===== config.mk =====
export PLATFORM = sky130hd
export DESIGN_NAME = uart_cfg_controller
export DESIGN_NICKNAME = d
export VERILOG_FILES = /design/src/rtl/uart_cfg_pkg.sv /design/src/rtl/uart_cfg_rx.sv /design/src/rtl/uart_cfg_sync.sv /design/src/rtl/uart_cfg_tx.sv /design/src/rtl/uart_cfg_controller.sv
export SDC_FILE = /design/constraint.sdc
export NUM_CORES = 1
export LEC_CHECK = 0
export ABC_CLOCK_PERIOD_IN_PS = 4300
export CAP_MARGIN = 20
export CORE_MARGIN = 2
export CORE_UTILIZATION = 60
export DETAILED_ROUTE_END_ITERATION = 10
export PLACE_DENSITY = 0.92
export SLEW_MARGIN = 20
export SYNTH_ARGS = -nofsm -noshare
export SYNTH_HDL_FRONTEND = slang
export SYNTH_SLANG_ARGS = --single-unit

===== constraint.sdc =====
create_clock -name sys_clk -period 4.3 [get_ports sys_clk]
set_clock_uncertainty 0.1 [all_clocks]
set_input_delay 0.43 -clock sys_clk [delete_from_list [all_inputs] [get_ports sys_clk]]
set_output_delay 0.43 -clock sys_clk [all_outputs]
set_load 0.02 [all_outputs]

===== src/rtl/uart_cfg_pkg.sv =====
// Shared encodings, FSM states and limits for the runtime-configurable UART.
package uart_cfg_pkg;

  localparam logic [1:0] PAR_NONE     = 2'b00;
  localparam logic [1:0] PAR_EVEN     = 2'b01;
  localparam logic [1:0] PAR_ODD      = 2'b10;
  localparam logic [1:0] PAR_NONE_ALT = 2'b11;

  localparam int MIN_CPB       = 4;
  localparam int MIN_DATA_BITS = 5;

  typedef enum logic [2:0] {
    TX_IDLE,
    TX_START,
    TX_DATA,
    TX_PARITY,
    TX_STOP
  } tx_state_e;

  typedef enum logic [2:0] {
    RX_IDLE,
    RX_START_CHK,
    RX_DATA,
    RX_PARITY,
    RX_STOP,
    RX_BREAK_WAIT
  } rx_state_e;

endpackage


===== src/rtl/uart_cfg_rx.sv =====
// UART receiver on the synchronised line: start validation, mid-bit sampling, error and break reporting.
module uart_cfg_rx
  import uart_cfg_pkg::*;
#(
  parameter int DIV_W      = 16,
  parameter int MAX_DATA_W = 9
) (
  input  logic                  clk,
  input  logic                  rst_n,
  input  logic                  en,
  input  logic                  rx_s,
  input  logic [DIV_W-1:0]      cpb,
  input  logic [3:0]            nbits,
  input  logic                  par_en,
  input  logic                  par_odd,
  output logic [MAX_DATA_W-1:0] rx_data,
  output logic                  rx_valid,
  output logic                  rx_parity_err,
  output logic                  rx_frame_err,
  output logic                  rx_break
);

  rx_state_e             state_q, state_d;
  logic [DIV_W-1:0]      cnt_q, cnt_d;
  logic [DIV_W-1:0]      cpb_q, cpb_d;
  logic [3:0]            bit_q, bit_d;
  logic [3:0]            nbits_q, nbits_d;
  logic                  par_en_q, par_en_d;
  logic                  par_odd_q, par_odd_d;
  logic [MAX_DATA_W-1:0] shift_q, shift_d;
  logic                  zero_q, zero_d;
  logic                  par_acc_q, par_acc_d;
  logic                  prev_q, prev_d;
  logic [MAX_DATA_W-1:0] data_q, data_d;
  logic                  valid_q, valid_d;
  logic                  perr_q, perr_d;
  logic                  ferr_q, ferr_d;
  logic                  brk_q, brk_d;

  logic sample_half;
  logic sample_full;

  always_comb begin
    state_d   = state_q;
    cnt_d     = cnt_q;
    cpb_d     = cpb_q;
    bit_d     = bit_q;
    nbits_d   = nbits_q;
    par_en_d  = par_en_q;
    par_odd_d = par_odd_q;
    shift_d   = shift_q;
    zero_d    = zero_q;
    par_acc_d = par_acc_q;
    prev_d    = rx_s;
    data_d    = data_q;
    valid_d   = 1'b0;
    perr_d    = 1'b0;
    ferr_d    = 1'b0;
    brk_d     = 1'b0;

    sample_half = (cnt_q == (cpb_q >> 1) - 1'b1);
    sample_full = (cnt_q == cpb_q - 1'b1);

    case (state_q)
      RX_IDLE: begin
        cnt_d = '0;
        if (en && prev_q && !rx_s) begin
          state_d   = RX_START_CHK;
          cpb_d     = cpb;
          nbits_d   = nbits;
          par_en_d  = par_en;
          par_odd_d = par_odd;
        end
      end
      RX_START_CHK: begin
        cnt_d = cnt_q + 1'b1;
        if (sample_half) begin
          cnt_d     = '0;
          bit_d     = '0;
          shift_d   = '0;
          zero_d    = 1'b1;
          par_acc_d = 1'b0;
          state_d   = rx_s ? RX_IDLE : RX_DATA;
        end
      end
      RX_DATA: begin
        cnt_d = cnt_q + 1'b1;
        if (sample_full) begin
          cnt_d          = '0;
          shift_d[bit_q] = rx_s;
          zero_d         = zero_q & ~rx_s;
          par_acc_d      = par_acc_q ^ rx_s;
          if (bit_q == nbits_q - 1'b1) state_d = par_en_q ? RX_PARITY : RX_STOP;
          else                         bit_d   = bit_q + 1'b1;
        end
      end
      RX_PARITY: begin
        cnt_d = cnt_q + 1'b1;
        if (sample_full) begin
          cnt_d     = '0;
          zero_d    = zero_q & ~rx_s;
          par_acc_d = par_acc_q ^ rx_s;
          state_d   = RX_STOP;
        end
      end
      RX_STOP: begin
        cnt_d = cnt_q + 1'b1;
        if (sample_full) begin
          cnt_d   = '0;
          valid_d = 1'b1;
          data_d  = shift_q;
          ferr_d  = !rx_s;
          brk_d   = zero_q && !rx_s;
          // Accumulated XOR over data and parity must equal 1 for odd, 0 for even.
          perr_d  = par_en_q && (par_acc_q != par_odd_q);
          state_d = (zero_q && !rx_s) ? RX_BREAK_WAIT : RX_IDLE;
        end
      end
      RX_BREAK_WAIT: begin
        if (!rx_s) begin
          cnt_d = '0;
        end else if (sample_full) begin
          cnt_d   = '0;
          state_d = RX_IDLE;
        end else begin
          cnt_d = cnt_q + 1'b1;
        end
      end
      default: state_d = RX_IDLE;
    endcase
  end

  always_ff @(posedge clk) begin
    if (!rst_n) begin
      state_q   <= RX_IDLE;
      cnt_q     <= '0;
      cpb_q     <= '0;
      bit_q     <= '0;
      nbits_q   <= '0;
      par_en_q  <= 1'b0;
      par_odd_q <= 1'b0;
      shift_q   <= '0;
      zero_q    <= 1'b0;
      par_acc_q <= 1'b0;
      prev_q    <= 1'b1;
      data_q    <= '0;
      valid_q   <= 1'b0;
      perr_q    <= 1'b0;
      ferr_q    <= 1'b0;
      brk_q     <= 1'b0;
    end else begin
      state_q   <= state_d;
      cnt_q     <= cnt_d;
      cpb_q     <= cpb_d;
      bit_q     <= bit_d;
      nbits_q   <= nbits_d;
      par_en_q  <= par_en_d;
      par_odd_q <= par_odd_d;
      shift_q   <= shift_d;
      zero_q    <= zero_d;
      par_acc_q <= par_acc_d;
      prev_q    <= prev_d;
      data_q    <= data_d;
      valid_q   <= valid_d;
      perr_q    <= perr_d;
      ferr_q    <= ferr_d;
      brk_q     <= brk_d;
    end
  end

  assign rx_data       = data_q;
  assign rx_valid      = valid_q;
  assign rx_parity_err = perr_q;
  assign rx_frame_err  = ferr_q;
  assign rx_break      = brk_q;

endmodule


===== src/rtl/uart_cfg_sync.sv =====
// Multi-flop synchroniser for the asynchronous RX pin; resets to the idle-high level.
module uart_cfg_sync #(
  parameter int STAGES = 2
) (
  input  logic clk,
  input  logic rst_n,
  input  logic async_in,
  output logic sync_out
);

  logic [STAGES-1:0] sync_q;
  logic [STAGES-1:0] sync_d;

  genvar gi;
  generate
    for (gi = 0; gi < STAGES; gi++) begin : g_stage
      if (gi == 0) begin : g_first
        assign sync_d[gi] = async_in;
      end else begin : g_next
        assign sync_d[gi] = sync_q[gi-1];
      end
    end
  endgenerate

  always_ff @(posedge clk) begin
    if (!rst_n) sync_q <= '1;
    else        sync_q <= sync_d;
  end

  assign sync_out = sync_q[STAGES-1];

endmodule


===== src/rtl/uart_cfg_tx.sv =====
// UART transmitter: frame configuration is latched on acceptance, each bit lasts cpb cycles.
module uart_cfg_tx
  import uart_cfg_pkg::*;
#(
  parameter int DIV_W      = 16,
  parameter int MAX_DATA_W = 9
) (
  input  logic                  clk,
  input  logic                  rst_n,
  input  logic                  en,
  input  logic [DIV_W-1:0]      cpb,
  input  logic [3:0]            nbits,
  input  logic                  par_en,
  input  logic                  par_odd,
  input  logic                  two_stop,
  input  logic [MAX_DATA_W-1:0] tx_data,
  input  logic                  tx_valid,
  output logic                  tx_ready,
  output logic                  tx_line
);

  tx_state_e             state_q, state_d;
  logic [DIV_W-1:0]      cnt_q, cnt_d;
  logic [DIV_W-1:0]      cpb_q, cpb_d;
  logic [3:0]            bit_q, bit_d;
  logic [3:0]            nbits_q, nbits_d;
  logic [MAX_DATA_W-1:0] shift_q, shift_d;
  logic                  par_en_q, par_en_d;
  logic                  par_bit_q, par_bit_d;
  logic                  two_stop_q, two_stop_d;
  logic                  line_q, line_d;
  logic                  ready_q, ready_d;

  logic wrap;
  logic last_stop;
  logic accept;
  logic par_calc;

  always_comb begin
    state_d    = state_q;
    cnt_d      = cnt_q;
    cpb_d      = cpb_q;
    bit_d      = bit_q;
    nbits_d    = nbits_q;
    shift_d    = shift_q;
    par_en_d   = par_en_q;
    par_bit_d  = par_bit_q;
    two_stop_d = two_stop_q;
    line_d     = line_q;
    ready_d    = ready_q;

    par_calc = 1'b0;
    for (int i = 0; i < MAX_DATA_W; i++) begin
      if (4'(i) < nbits) par_calc = par_calc ^ tx_data[i];
    end

    wrap      = (cnt_q == cpb_q - 1'b1);
    last_stop = !two_stop_q || (bit_q == 4'd1);
    accept    = tx_valid && ready_q && en;

    if (state_q != TX_IDLE) cnt_d = wrap ? '0 : cnt_q + 1'b1;

    case (state_q)
      TX_IDLE: begin
        cnt_d   = '0;
        line_d  = 1'b1;
        ready_d = en;
      end
      TX_START: begin
        if (wrap) begin
          state_d = TX_DATA;
          bit_d   = '0;
          line_d  = shift_q[0];
        end
      end
      TX_DATA: begin
        if (wrap) begin
          if (bit_q == nbits_q - 1'b1) begin
            bit_d = '0;
            if (par_en_q) begin
              state_d = TX_PARITY;
              line_d  = par_bit_q;
            end else begin
              state_d = TX_STOP;
              line_d  = 1'b1;
            end
          end else begin
            bit_d   = bit_q + 1'b1;
            shift_d = shift_q >> 1;
            line_d  = shift_q[1];
          end
        end
      end
      TX_PARITY: begin
        if (wrap) begin
          state_d = TX_STOP;
          bit_d   = '0;
          line_d  = 1'b1;
        end
      end
      TX_STOP: begin
        // Ready is raised one cycle early so a waiting word starts with no idle gap.
        if (last_stop && (cnt_q == cpb_q - 2'd2) && en) ready_d = 1'b1;
        if (wrap) begin
          if (!last_stop) bit_d = 4'd1;
          else            state_d = TX_IDLE;
        end
      end
      default: state_d = TX_IDLE;
    endcase

    if (accept) begin
      state_d    = TX_START;
      cnt_d      = '0;
      bit_d      = '0;
      line_d     = 1'b0;
      ready_d    = 1'b0;
      shift_d    = tx_data;
      cpb_d      = cpb;
      nbits_d    = nbits;
      par_en_d   = par_en;
      par_bit_d  = par_calc ^ par_odd;
      two_stop_d = two_stop;
    end
  end

  always_ff @(posedge clk) begin
    if (!rst_n) begin
      state_q    <= TX_IDLE;
      cnt_q      <= '0;
      cpb_q      <= '0;
      bit_q      <= '0;
      nbits_q    <= '0;
      shift_q    <= '0;
      par_en_q   <= 1'b0;
      par_bit_q  <= 1'b0;
      two_stop_q <= 1'b0;
      line_q     <= 1'b1;
      ready_q    <= 1'b0;
    end else begin
      state_q    <= state_d;
      cnt_q      <= cnt_d;
      cpb_q      <= cpb_d;
      bit_q      <= bit_d;
      nbits_q    <= nbits_d;
      shift_q    <= shift_d;
      par_en_q   <= par_en_d;
      par_bit_q  <= par_bit_d;
      two_stop_q <= two_stop_d;
      line_q     <= line_d;
      ready_q    <= ready_d;
    end
  end

  assign tx_ready = ready_q;
  assign tx_line  = line_q;

endmodule


===== src/rtl/uart_cfg_controller.sv =====
// Full-duplex configurable UART port: input synchroniser, config clamping, overrun tracking.
module uart_cfg_controller
  import uart_cfg_pkg::*;
#(
  parameter int DIV_W       = 16,
  parameter int MAX_DATA_W  = 9,
  parameter int SYNC_STAGES = 2
) (
  input  logic                  sys_clk,
  input  logic                  rst_n,
  input  logic                  en,
  input  logic [DIV_W-1:0]      clks_per_bit,
  input  logic [3:0]            data_bits,
  input  logic [1:0]            parity_mode,
  input  logic                  two_stop,
  input  logic [MAX_DATA_W-1:0] tx_data,
  input  logic                  tx_valid,
  output logic                  tx_ready,
  output logic                  tx_line,
  input  logic                  rx_line,
  output logic [MAX_DATA_W-1:0] rx_data,
  output logic                  rx_valid,
  output logic                  rx_parity_err,
  output logic                  rx_frame_err,
  output logic                  rx_break,
  output logic                  rx_overrun,
  input  logic                  rx_ack
);

  logic [DIV_W-1:0] cpb_eff;
  logic [3:0]       nbits_eff;
  logic             par_en;
  logic             par_odd;
  logic             rx_s;
  logic             pending_q, pending_d;
  logic             overrun_q, overrun_d;

  always_comb begin
    cpb_eff = (clks_per_bit < DIV_W'(MIN_CPB)) ? DIV_W'(MIN_CPB) : clks_per_bit;
    if (data_bits < 4'(MIN_DATA_BITS))   nbits_eff = 4'(MIN_DATA_BITS);
    else if (data_bits > 4'(MAX_DATA_W)) nbits_eff = 4'(MAX_DATA_W);
    else                                 nbits_eff = data_bits;
    par_en  = (parity_mode == PAR_EVEN) || (parity_mode == PAR_ODD);
    par_odd = (parity_mode == PAR_ODD);
  end

  uart_cfg_sync #(.STAGES(SYNC_STAGES)) u_sync (
    .clk      (sys_clk),
    .rst_n    (rst_n),
    .async_in (rx_line),
    .sync_out (rx_s)
  );

  uart_cfg_tx #(.DIV_W(DIV_W), .MAX_DATA_W(MAX_DATA_W)) u_tx (
    .clk      (sys_clk),
    .rst_n    (rst_n),
    .en       (en),
    .cpb      (cpb_eff),
    .nbits    (nbits_eff),
    .par_en   (par_en),
    .par_odd  (par_odd),
    .two_stop (two_stop),
    .tx_data  (tx_data),
    .tx_valid (tx_valid),
    .tx_ready (tx_ready),
    .tx_line  (tx_line)
  );

  uart_cfg_rx #(.DIV_W(DIV_W), .MAX_DATA_W(MAX_DATA_W)) u_rx (
    .clk           (sys_clk),
    .rst_n         (rst_n),
    .en            (en),
    .rx_s          (rx_s),
    .cpb           (cpb_eff),
    .nbits         (nbits_eff),
    .par_en        (par_en),
    .par_odd       (par_odd),
    .rx_data       (rx_data),
    .rx_valid      (rx_valid),
    .rx_parity_err (rx_parity_err),
    .rx_frame_err  (rx_frame_err),
    .rx_break      (rx_break)
  );

  // An ack in the same cycle as a new strobe retires the old word, so no overrun.
  always_comb begin
    pending_d = rx_valid ? 1'b1 : (rx_ack ? 1'b0 : pending_q);
    overrun_d = rx_ack ? 1'b0 : ((rx_valid && pending_q) ? 1'b1 : overrun_q);
  end

  always_ff @(posedge sys_clk) begin
    if (!rst_n) begin
      pending_q <= 1'b0;
      overrun_q <= 1'b0;
    end else begin
      pending_q <= pending_d;
      overrun_q <= overrun_d;
    end
  end

  assign rx_overrun = overrun_q;

endmodule


-- Word level (Yosys, flattened, before mapping)
Cells that the tools add are included.
W data, S select, Z words.
- bits in registers: 131
- bits of input ports: 38
- output and inout port bits: 16
- logic and storage cells: 237
- add/sub/neg operators: 10
- magnitude comparators: 14
- equal/unequal tests: 46
- mux-type cells: 76
- bitwise gates (word level): 14
- reduce and logical (&&, ||, !) cells: 46
- operator list (operator ; number):
    $mux W16 ; 5
    $eq A16 B16 Y1 ; 4
    $pmux W16 S4 ; 1
    $mux W9 ; 6
    $mux W3 ; 17
    $mux W4 ; 10
    $ne A2 B1 Y1 const B ; 18
    $add A16 B1 Y16 const B ; 2
    $sub A16 B1 Y16 const B ; 2
    $mux W1 ; 25
    $ne A3 B1 Y1 const B ; 6
    $pmux W3 S6 ; 1
    $pmux W9 S2 ; 1
    $lt A16 B3 Y1 const B ; 1
    $lt A3 B4 Y1 const A ; 4
    $sub A15 B1 Y16 const B ; 1
    $sub A16 B2 Y16 const B ; 1
    $pmux W3 S5 ; 1
    $reduce_and A7 Y1 ; 2
    $eq A3 B2 Y1 const B ; 4
    $pmux W4 S3 ; 1
    $reduce_and A3 Y1 ; 4
    $reduce_bool A2 Y1 ; 6
    $logic_and A1 B1 Y1 ; 10
    38 further kinds ; 73

-- Logic depth before layout (Yosys ltp)
- depth in word-level cells: 22
- mapped depth: 13
- depth with buffers taken out: 10

-- Modules after synthesis
A second synthesis with hierarchy kept.
- cell total of the unflattened synthesis: 1078
- area, all modules: 8529.4 sq um
- by module, submodules not included (module ; times used ; cells each ; area an instance (sq um) ; seq. area each (sq um)):
    uart_cfg_rx ; 1 ; 566 ; 4377.9 ; 1401.3
    uart_cfg_tx ; 1 ; 472 ; 3856.2 ; 1141.1
    uart_cfg_controller ; 1 ; 36 ; 242.7 ; 40.0
    uart_cfg_sync ; 1 ; 4 ; 52.6 ; 40.0

-- Least setup slack after synthesis
Ideal clock, no wire load.
- path type: register to register
- start point: reg u_tx.cpb_q[1]
- end point: reg u_tx.shift_q[0]
- setup time: 133 ps
- arrival time: 3267 ps
- data required time: 4067 ps
- path slack: 800 ps
- cell stages (with the launch flop): 13
- buffers on the path: 2
- period minus slack after synthesis: 3500 ps
- path through: dfxtp_1 -> inv_1 -> ha_1 -> or3b_1 -> or4_4 -> a2111oi_4 -> nand4_1 -> or4_1 -> buf_2 -> nor4_4 -> buf_6 -> mux2i_1 -> a21oi_1
- word-level cells in the longest chain between the ends: 4
- RTL lines (item ; RTL line ; text):
    from (decl) ; uart_cfg_tx.sv:24 ; logic [DIV_W-1:0] cpb_q, cpb_d;
    from (signal assigned) ; uart_cfg_tx.sv:143 ; cpb_q <= cpb_d;
    $sub A16 B1 Y16 ; uart_cfg_tx.sv:57 ; wrap = (cnt_q == cpb_q - 1'b1);
    $eq A16 B16 Y1 ; uart_cfg_tx.sv:57 ;
    $reduce_bool A2 Y1 (no source line) ; - ;
    $reduce_and A3 Y1 (no source line) ; - ;
    to (signal assigned) ; uart_cfg_tx.sv:146 ; shift_q <= shift_d;
    to (decl) ; uart_cfg_tx.sv:27 ; logic [MAX_DATA_W-1:0] shift_q, shift_d;
Every way passes these cells.
A chain may end at the register's enable or synchronous reset.

-- Worst setup path after layout
- start point: reg u_tx.cpb_q[1]
- end point: reg u_tx.shift_q[2]
Same word-level chain as after synthesis.

==> results.rst <==
.. list-table::
   :header-rows: 1

   * - Metric
     - Value
   * - Portion of total power attributed to combinational logic
     - 13.9%
   * - Die Ht
     - 120 um
   * - Max Cap Viol
     - 0
   * - Register area share after synthesis
     - 32.7%
   * - Area of the multi-input gates
     - 4980 um2
   * - FFs w/ async S/R, synth
     - 0%
   * - Clock Power Share
     - 45.2%
   * - Detailed placer's ending HPWL
     - 14.0 mm
   * - Total DRC errors in the routed layout
     - 0
   * - Crit path from
     - u_tx.cpb_q[1]
   * - Number of global-route vias before repair
     - 7035
   * - Highest ir drop seen on vdd
     - 0.277 mV
   * - Peak Freq
     - 245 MHz
   * - Layout cell share with drive strength beyond 1
     - 5.76%
   * - Wire length of the first global-routing pass
     - 33.6 mm
   * - Kind of cell adding the most delay to the critical path
     - simple AND/OR/NAND/NOR gates
   * - Power density over cell area
     - 344 nW/um2
   * - Critical path required time
     - 4.49 ns
   * - Total stage count of the critical path
     - 11
   * - Sequential cell area
     - 2620 um2
   * - Static Leakage
     - 0.00331 uW
   * - Via count
     - 7740
   * - Routed via count divided by cell count
     - 6.27
   * - Clock buffer count from CTS
     - 17
   * - Number of buffer and inverter stages on the critical path
     - 2
   * - Maximum single-stage delay on the critical path
     - 0.69 ns
   * - Synth area leaders
     - sky130_fd_sc_hd__dfxtp_1, sky130_fd_sc_hd__nand2_1, sky130_fd_sc_hd__a21oi_1
   * - Final design instance area without fill
     - 9140 um2
   * - Number of cell instances on the worst register-to-register path
     - 11
   * - Unique masters post-synth
     - 70
   * - Time the final worst path needs with I/O delays and setup
     - 4.08 ns
   * - CP Cell Sequence
     - inv_1 -> ha_1 -> or3b_1 -> or4_4 -> a2111oi_4 -> nand4_1 -> or4_1 -> nor4_4 -> buf_4 -> mux2i_1 -> a21oi_1
   * - Worst Path Max Fanout
     - 7
   * - Post-Synthesis Cells
     - 1037
   * - Post-CTS Setup Inserts
     - 0
   * - RSZ-0062 raised after global routing
     - false
   * - Drt initial violations
     - 754
   * - Fin Setup TNS
     - 0 ns
   * - Layout area overhead
     - 14.0%
   * - Gates resized, CTS repair
     - 0
   * - Most frequent standard cell in the layout excluding fill and tap cells
     - sky130_fd_sc_hd__dfxtp_1
   * - Horiz. Die Dim
     - 120 um
   * - Destination of the critical timing path
     - u_tx.shift_q[2]
   * - Number of filler cells placed in the layout
     - 1014
   * - TritonCTS clock tree
     - built
   * - Master cell of the clock root buffer
     - sky130_fd_sc_hd__clkbuf_16
   * - Maximum number of pins on one net before global-route repair
     - 69
   * - Switching power total
     - 844 uW
   * - Share of the synthesized netlist area taken by xor and xnor gates
     - 10.7%
   * - Worst slew margin relative to its limit
     - 37.8%
   * - Gpl congestion
     - 0.962
   * - Fin. max-slew vios
     - 0
   * - Slack of the worst reg-to-reg path
     - 0.22 ns
   * - Nature of the critical path startpoint
     - register
   * - Share of the synthesized area in the top cell type
     - 32.7%
   * - Main combinational cell family by area after synthesis
     - simple AND/OR/NAND/NOR gates
   * - Antenna diode count
     - 0
   * - Netlist Area Pre-Place
     - 8020 um2
   * - Start-to-end type of the worst setup path
     - register to register
   * - Complex-gate fraction of the synthesized area
     - 17.7%
   * - Clock latency at the later pin of the worst-skew pair
     - 0.43 ns
   * - Endpoint class of the critical path
     - register
   * - Average wire per cell in the routed design
     - 16.5 um
   * - Total Wirelength
     - 20.3 mm
   * - Switching Share
     - 26.9%
   * - Total routing resource utilization after global routing
     - 28.8%
   * - Number of buffers on the longest clock path
     - 2
   * - Number of buffers added to fix hold violations after cts
     - 0
   * - Final Hold Vio Count
     - 0
   * - Synth Register Bits
     - 131
   * - Max H-tree Level
     - 4
   * - Status
     - complete, no violations
   * - Antenna Violating Nets Remaining
     - 0
   * - Fraction of the mapped netlist area in adder cells
     - 2.65%
   * - Total iterations of the first detailed-routing run
     - 5
   * - I/O Buffers
     - 53
   * - Leading area contributor after synthesis
     - sky130_fd_sc_hd__dfxtp_1
   * - Die outline area
     - 14300 um2
   * - Data arrival time at the worst-slack endpoint
     - 4.28 ns
   * - Nets
     - 1101
   * - Highest-count cells in the layout ignoring fill and taps
     - sky130_fd_sc_hd__dfxtp_1, sky130_fd_sc_hd__nand2_1, sky130_fd_sc_hd__a21oi_1
   * - Tightest Pin Transition
     - 0.925 ns
   * - Number of rows created at floorplan
     - 42
   * - Crit Reg-Reg Startpoint
     - u_tx.cpb_q[1]
   * - Cell type of the slowest stage on the worst timing path
     - sky130_fd_sc_hd__or4_1
   * - Multiplexer share of the synthesized area
     - 3.52%
   * - Share of total power in sequential cells
     - 40.9%
   * - Warnings from Yosys
     - 0
   * - Initial Util
     - 61.1%
   * - Antenna violations before repair
     - 0
   * - Grt ovf
     - 0
   * - Number of enable-type register cells in the synthesized netlist
     - 0
   * - Commonest register cell after synthesis
     - sky130_fd_sc_hd__dfxtp_1
   * - Worst reg2reg path endpoint
     - u_tx.shift_q[2]
   * - Count of pins on the block boundary
     - 54
   * - Final-report setup violation count
     - 0
   * - P_int
     - 2300 uW
   * - Core area
     - 13100 um2
   * - Number of clock sinks
     - 131
   * - Cell area after placement
     - 8570 um2
   * - Fraction of the cycle the final worst path needs
     - 94.9%
   * - Clock edge transition at the registers on the reported setup and hold paths
     - 0.06 ns
   * - Syn_area_per_cell
     - 7.74 um2
   * - Net Count, Synth
     - 1092
   * - Post-Synth Simple-Gate Area
     - 27.3%
   * - Min-delay worst type
     - register to register
[cell families after synthesis]
family | Yosys count
and+or+nand+nor | 425
AOI/OAI and AO/OA | 227
DFF | 131
buffers and inverters | 111
xor gates and xnor gates | 98
muxes | 28
adders and majority gates | 17
[final cells by class]
type,instances,share of cell area (%)
clock buffers,19,4.84
clock inverters,13,1.48
inverters,39,1.60
multi-input cells,795,54.4
flip-flops and latches,131,28.7
well taps,176,2.41
repair buffers,62,6.54
[how the worst min path moves through the flow]
stage,start,to,cells past startpoint
detailed placement,u_sync.sync_q[0],u_sync.sync_q[1],1
floorplan,u_sync.sync_q[0],u_sync.sync_q[1],1
finish,u_sync.sync_q[0],u_sync.sync_q[1],1
CTS,u_sync.sync_q[0],u_sync.sync_q[1],1
global route,u_sync.sync_q[0],u_sync.sync_q[1],1
global placement,u_sync.sync_q[0],u_sync.sync_q[1],1
[per-layer routing]
layer	global-route usage (%)	vias to the layer above	wire, um
met5	0	-	0
met4	12.5	0	576
met3	6.32	52	1610
met2	45.9	374	9340
met1	37.6	3629	8790
li1	-	3685	-
[sequential cells by signal, summed over array words and instances, names as in the netlist, 2 cells and up]
register       cells
u_tx.cpb_q        16
u_rx.cpb_q        16
u_tx.state_q       3
u_rx.shift_q       9
u_tx.bit_q         4
u_rx.nbits_q       4
u_tx.nbits_q       4
u_rx.state_q       3
u_rx.cnt_q        16
u_sync.sync_q      2
u_rx.bit_q         4
u_tx.shift_q       9
u_tx.cnt_q        16
u_rx.rx_data       9
[power by group through the flow]
stage                     clock network (uW)  logic [uW]  registers, uW
after floorplan                            0         332           1280
after detailed placement                   0         425           1310
after CTS                               1430         430           1280
after global routing                    1490         479           1290
final                                   1420         437           1290
after global placement                     0         415           1310
[cell usage after synthesis (8+ instances only)]
cell type                    n
sky130_fd_sc_hd__nand2b_1   16
sky130_fd_sc_hd__nand2_1   121
sky130_fd_sc_hd__a21oi_1    88
sky130_fd_sc_hd__mux2i_1    26
sky130_fd_sc_hd__and3_1     13
sky130_fd_sc_hd__or3_1      13
sky130_fd_sc_hd__nor3_1     28
sky130_fd_sc_hd__xnor2_1    49
sky130_fd_sc_hd__nor4_1     25
sky130_fd_sc_hd__xor2_1     49
sky130_fd_sc_hd__or4_1      13
sky130_fd_sc_hd__dfxtp_1   131
sky130_fd_sc_hd__nand3b_1    9
sky130_fd_sc_hd__nand3_1    39
sky130_fd_sc_hd__nor2b_1    12
sky130_fd_sc_hd__o211ai_1   13
sky130_fd_sc_hd__nor2_1     78
sky130_fd_sc_hd__o31ai_1     8
sky130_fd_sc_hd__o21ai_0    51
sky130_fd_sc_hd__ha_1       17
sky130_fd_sc_hd__nand4_1    23
sky130_fd_sc_hd__a211oi_1    8
sky130_fd_sc_hd__clkbuf_1   59
sky130_fd_sc_hd__inv_1      39
[stage by stage]
stage	hold WS, ns	total power (uW)	util, %	setup WS (ns)	std cells
finish	0.305	3140	69.6	0.219	1235
global route	0.337	3260	69.6	0.0448	1235
CTS	0.309	3140	69.6	0.263	1235
detailed placement	0.296	1730	65.2	0.311	1203
global placement	0.292	1720	65.2	0.446	1203
floorplan	0.286	1610	-	0.800	1037
No activity file was read; power rests on OpenSTA's default activity.
